`config.mk`:
```
export PLATFORM = sky130hd
export DESIGN_NAME = sub_serial_nbit
export DESIGN_NICKNAME = d
export VERILOG_FILES = /design/src/rtl/sub_serial_nbit.sv
export SDC_FILE = /design/constraint.sdc
export NUM_CORES = 1
export LEC_CHECK = 0
export CAP_MARGIN = 20
export CORE_MARGIN = 10
export CORE_UTILIZATION = 46
export DETAILED_ROUTE_END_ITERATION = 7
export GPL_ROUTABILITY_DRIVEN = 0
export HOLD_SLACK_MARGIN = 0.15
export PLACE_DENSITY = 0.75
export SKIP_CTS_REPAIR_TIMING = 1
export SYNTH_ARGS = -nofsm -noshare
export SYNTH_HDL_FRONTEND = slang
export SYNTH_SLANG_ARGS = --single-unit
```
`constraint.sdc`:
```
create_clock -name clk -period 2.05 [get_ports clk]
set_input_delay 0.41 -clock clk [delete_from_list [all_inputs] [get_ports clk]]
set_output_delay 0.41 -clock clk [all_outputs]
set_load 0.05 [all_outputs]
```
`src/rtl/sub_serial_nbit.sv`:
```
// Bit-serial subtractor: O = A - B - Bin over WIDTH bits, one bit per clock, LSB first,
// through a single full-subtractor cell with operands and results on valid/ready handshakes.
module sub_serial_nbit #(
  parameter  int WIDTH = 8,
  localparam int CNT_W = $clog2(WIDTH)
) (
  input  logic             clk,
  input  logic             reset,
  input  logic             in_valid,
  output logic             in_ready,
  input  logic [WIDTH-1:0] A,
  input  logic [WIDTH-1:0] B,
  input  logic             Bin,
  output logic             out_valid,
  input  logic             out_ready,
  output logic [WIDTH-1:0] O,
  output logic             Borrow,
  output logic             Overflow,
  output logic             busy
);

  typedef enum logic [1:0] {IDLE, RUN, DONE} state_t;

  state_t           state;
  logic [WIDTH-1:0] a_q;
  logic [WIDTH-1:0] b_q;
  logic [WIDTH-2:0] sh;
  logic [CNT_W-1:0] cnt;
  logic             br;

  logic             a_i;
  logic             b_i;
  logic             d_i;
  logic             br_next;
  logic             last;
  logic [WIDTH-1:0] sh_next;

  assign a_i     = a_q[cnt];
  assign b_i     = b_q[cnt];
  assign d_i     = a_i ^ b_i ^ br;
  assign br_next = (~a_i & b_i) | (~(a_i ^ b_i) & br);
  assign last    = (cnt == CNT_W'(WIDTH - 1));
  // The new bit enters at the MSB; the partial register keeps only the upper WIDTH-1 bits
  // because the final bit is merged straight into O on the last step.
  assign sh_next = {d_i, sh};

  always_ff @(posedge clk or negedge reset) begin
    if (!reset) begin
      state     <= IDLE;
      in_ready  <= 1'b1;
      out_valid <= 1'b0;
      busy      <= 1'b0;
      O         <= '0;
      Borrow    <= 1'b0;
      Overflow  <= 1'b0;
      cnt       <= '0;
      br        <= 1'b0;
      a_q       <= '0;
      b_q       <= '0;
      sh        <= '0;
    end else begin
      case (state)
        IDLE: begin
          if (in_valid) begin
            a_q      <= A;
            b_q      <= B;
            br       <= Bin;
            cnt      <= '0;
            in_ready <= 1'b0;
            busy     <= 1'b1;
            state    <= RUN;
          end
        end
        RUN: begin
          sh <= sh_next[WIDTH-1:1];
          br <= br_next;
          if (last) begin
            // Visible results only change here, so they hold across the idle gap.
            O         <= sh_next;
            Borrow    <= br_next;
            Overflow  <= (a_q[WIDTH-1] != b_q[WIDTH-1]) && (d_i != a_q[WIDTH-1]);
            cnt       <= '0;
            busy      <= 1'b0;
            out_valid <= 1'b1;
            state     <= DONE;
          end else begin
            cnt <= cnt + CNT_W'(1);
          end
        end
        DONE: begin
          if (out_ready) begin
            out_valid <= 1'b0;
            in_ready  <= 1'b1;
            state     <= IDLE;
          end
        end
        default: state <= IDLE;
      endcase
    end
  end

endmodule
```
# == Word-level counts from Yosys, hierarchy flattened ==
# Index checks and enable logic that the tools add are counted.
# totals
n_memories,0
register_bits,42
mem_bits_ro,0
latch_bits,0
ramBits,0
# op_classes
n_lt_le_gt_ge,1
reduce_logical,12
n_mul,0
n_addsub,1
div_mod_pow,0
n_shift,0
bitwise_logic,7
n_mux,22
eq_ne,8
# op_table
operator,n
AND reduction 3 bit,4
two-way mux 1 bit,9
case mux 1 bit (2 select lines),4
binary-select mux 1 bit (select 3 bit),2
two-way mux 2 bit,3
two-way mux 3 bit,2
"inequality test 2 bit, second input constant",3
case mux 2 bit (3 select lines),1
case mux 3 bit (2 select lines),1
AND reduction 2 bit,3
nonzero test 2 bit,3
"< comparator 3 x 4 -> 1 bit, second input constant",1
"adder 3 x 1 -> 3 bit, second input constant",1
"== test 3 bit, second input constant",1
AND 1 bit,2
"== test 2 x 1 -> 1 bit, second input constant",1
"== test 2 bit, second input constant",1
logical NOT 2 bit,1
inequality test 1 bit,2
NOT 1 bit,2
XOR 1 bit,2
logical AND 1 bit,1
OR 1 bit,1

# == Depth between registers and ports, before layout ==
# Gate-level depths: netlist (run 1).
# logic_depth
word_depth,7
mapped_depth,7

# == Least setup slack after synthesis (run 1) ==
# OpenSTA, ideal clock, no wires.
# synth_path
path_type,reg-to-reg
startpoint,register cnt[0]
endpoint,register Overflow
setup_ns,0.129
n_path_buf,1
slack_ns,-0.178
arrival_ns,2.099
period_less_slack_ns,2.228
stages_incl_launch_ff,8
cell_sequence,dfrtp_1 -> buf_6 -> mux4_1 -> mux2_2 -> fa_1 -> and3b_1 -> a21oi_1 -> o21ai_0
# synth_via
elab_chain_cells,6
elab_cells_between_ends,10
# synth_lines
element,line,text
"start, declared",28,logic [CNT_W-1:0] cnt;
"start signal, assigned",87,cnt <= cnt + CNT_W'(1);
binary-select mux 1 bit (select 3 bit) (on tied branches),"38, 39",
two-way mux 1 bit (on tied branches),"38, 39",
XOR 1 bit (*) (2 in a row),40,assign d_i = a_i ^ b_i ^ br;
via d_i,33,logic d_i;
inequality test 1 bit (*),81,Overflow <= (a_q[WIDTH-1] != b_q[WIDTH-1]) && (d_i != a_q[WIDTH-1]);
logical AND 1 bit (*),81,
"end signal, assigned",81,
"end, declared",18,"output logic Overflow,"
# Mark *: on every way through the listed nets, which the timed path passes. The rest lies on a longest branch. The select of a mux whose other input is x is not followed.
# A chain may end at the register's enable or synchronous reset.

# == Worst setup path after layout (run 1) ==
# Ends and elaborated chain as after synthesis.

==> results of run 1 <==
==> power by group through the flow <==
stage	logic [mW]	clock network, mW	registers, mW
after CTS	1.89	0.551	1.50
after global placement	1.81	0	1.49
after floorplan	0.993	0	1.83
final	1.86	0.534	1.49
after detailed placement	1.88	0	1.51
after global routing	2.03	0.593	1.55
==> placed cells by master, fill, tap and decap left out, types with 2 or more instances in the layout <==
master / n
nand2_1: 54
dfrtp_1: 40
clkdlybuf4s50_1: 31
mux2_2: 14
buf_4: 12
inv_1: 6
clkbuf_8: 6
o21ai_0: 5
a21oi_1: 4
nand3_1: 4
mux4_1: 2
mux4_2: 2
nor2_1: 2
o21ai_1: 2
o31ai_1: 2
ha_1: 2
==> cell usage after synthesis, drive strengths merged <==
library cell  count  area [sq um]
a21oi             4          20.0
and3b             1          8.76
buf               8          46.3
dfrtp            41          1030
dfstp             1          26.3
fa                1          20.0
ha                2          25.0
inv               6          22.5
mux2             16           180
mux2i             1          10.0
mux4              4           105
nand2            54           203
nand2b            1          6.26
nand3             4          20.0
nand3b            1          7.51
nor2              2          7.51
nor3b             1          12.5
o211ai            1          7.51
o21ai             7          35.0
o31ai             2          15.0
or3b              1          8.76
==> critical path, stage by stage (launching register included) <==
cell	delay (ps)
dfrtp_2	430
mux4_2	500
mux2_4	280
fa_1	500
and3b_1	180
a21oi_1	110
o21ai_1	70
==> how the worst max path moves through the flow <==
stage,to,slack (ps),cells past startpoint
4_1_cts,Overflow$_DFFE_PN0P_,-240,6
2_1_floorplan,Overflow$_DFFE_PN0P_,-140,7
6_report,Overflow$_DFFE_PN0P_,-140,6
3_3_place_gp,Overflow$_DFFE_PN0P_,-190,6
3_5_place_dp,Overflow$_DFFE_PN0P_,-240,6
5_1_grt,Overflow$_DFFE_PN0P_,-190,6
==> kinds of logic after synthesis <==
group | share of synthesized area, %
AND/OR/NAND/NOR | 15.1
multiplexers | 16.3
AO/OA/AOI/OAI | 4.28
buffers and inverters | 3.80
adder cells (fa/ha/maj) | 2.48
flip-flops | 58.0
==> per-stage QoR <==
stage                     instance area (sq um)  TNS (ps)  worst slack [ps]
after floorplan                            1810      -300              -141
after global placement                     2230      -441              -195
after detailed placement                   2230      -550              -238
after CTS                                  2320      -581              -242
after global routing                       2330      -400              -190
final                                      2330      -277              -140
==> metal layers <==
layer | global-route usage (%) | vias to the layer above | part of all wire (%)
li1 | - | 615 | -
met1 | 11.2 | 606 | 41
met2 | 20.9 | 26 | 51
met3 | 4.74 | 6 | 6.3
met4 | 3.51 | 0 | 1.2
met5 | 0 | - | 0
==> cell type report <==
cell class                      instances  area (sq um)
Fill cell                             326          1410
Sequential cell                        42          1050
Multi-Input combinational cell        103           688
Timing Repair Buffer                   45           415
Clock buffer                            7          86.3
Tap cell                               48          60.1
Inverter                                6          22.5
Clock inverter                          1          5.00
==> state kept, by name (all words and copies together), names as in the netlist <==
signal / count
Borrow: 1
O: 8
Overflow: 1
a_q: 8
b_q: 8
br: 1
busy: 1
cnt: 3
in_ready: 1
out_valid: 1
sh: 7
state: 2
==> impl_metrics.toml, run 1 <==
[run_status]
status = "complete, but fails checks"
violations = "setup timing"

[setup_path]
endpoint_kind = "flip-flop"
crit_arrival_ps = 2370
r2r_start = "cnt[0]$_DFFE_PN0P_"
crit_required_ps = 2230
path_class = "flip-flop to flip-flop"
startpoint = "cnt[0]$_DFFE_PN0P_"
rr_worst_depth = 6
reg2reg_slack_ps = -140
worstReg2RegEnd = "Overflow$_DFFE_PN0P_"
cp_max_fo = 5
startpoint_type = "flip-flop"

[detailed_routing]
ant_nets = 0
via_count = 1253
drc = 0
wire_per_inst_um = 14.1
via_per_inst = 4.97
drt-pass1-iter-count = 4
routed_wl_um = 3550
drt_iter0_drc = 54

[worst_hold_path]
hold_depth = 2
min_from = "b_q[1]$_DFFE_PN0P_"
hp-class = "flip-flop to flip-flop"
hold_end = "b_q[1]$_DFFE_PN0P_"

[timing]
finalSetupViolCount = 3
hold_viol = 0
min_period_ps = 2190
drv_slew = 0
fin_ws_ps = -140
rsz0062_at_grt = "yes"
tightest_slew_ps = 694
whs_ps = 475
finalCritPeriodShare_pct = 107
skew_ps = 3.34
max_freq_mhz = 457
worst_slew_margin_rel_pct = 53.7

[clock_network]
clock_latency_ps = 290
numCtsBuffers = 5
h-tree-depth = 2
cts_tree = "yes"
path_clk_slew_ps = 70
clockBufferDepth = 2
root_buffer = "clkbuf_8"
cts_sinks = 42

[synth]
synth.avg_cell_area_sq_um = 11.4
yosys_register_bits = 42
syn-num-nets = 183
ys_seq_area_share_pct = 58.0
netlist_area_sq_um = 1810
syn_inst = 159
ys_types = 24
yosys_warnings = 0

[power_and_ir_drop]
irDropWorstVdd_v = 0.000584
p_sw_share_pct = 39.1
cellInternalPower_mw = 2.37
pwr-share-seq_pct = 38.4
power.share.clock_pct = 13.7
cellLeakagePower_nw = 1.10
switching_power_mw = 1.52
combPwrFrac_pct = 47.9
finalPower_mw = 3.89
power_density_nw_per_um2 = 1670

[job]
timing.max_cap.violations = 0

[floorplan]
die_x_um = 82.8
placementRows = 22
die_h_um = 82.8
die-area_sq_um = 6850
core_sq_um = 3740
ios = 34
start_util_pct = 48.4

[placement]
place_inst = 243
dp_hpwl_um = 2780
io_buffers = 33

[global_routing]
antenna_found_initial = 0
grt_pass1_wl_um = 5940
grt_overflow = 0
grt_max_degree = 20
grt_pass1_vias = 1345
groute.usage.overall_pct = 11.3

[final_layout]
final_util_pct = 62.3
layout.cells.non_filler = 252
layout.nets = 227
syn_to_final_growth_pct = 28.6
num_antenna_cells = 0
drive_gt1_share_pct = 19.6
Power figures use the tool's default switching activity.
==> inputs of run 2 (changes only) <==
- CTS_CLUSTER_DIAMETER: unset -> 150
==> results of run 2 <==
Same layout as run 1: the final DEF is identical, and so are final timing and power.
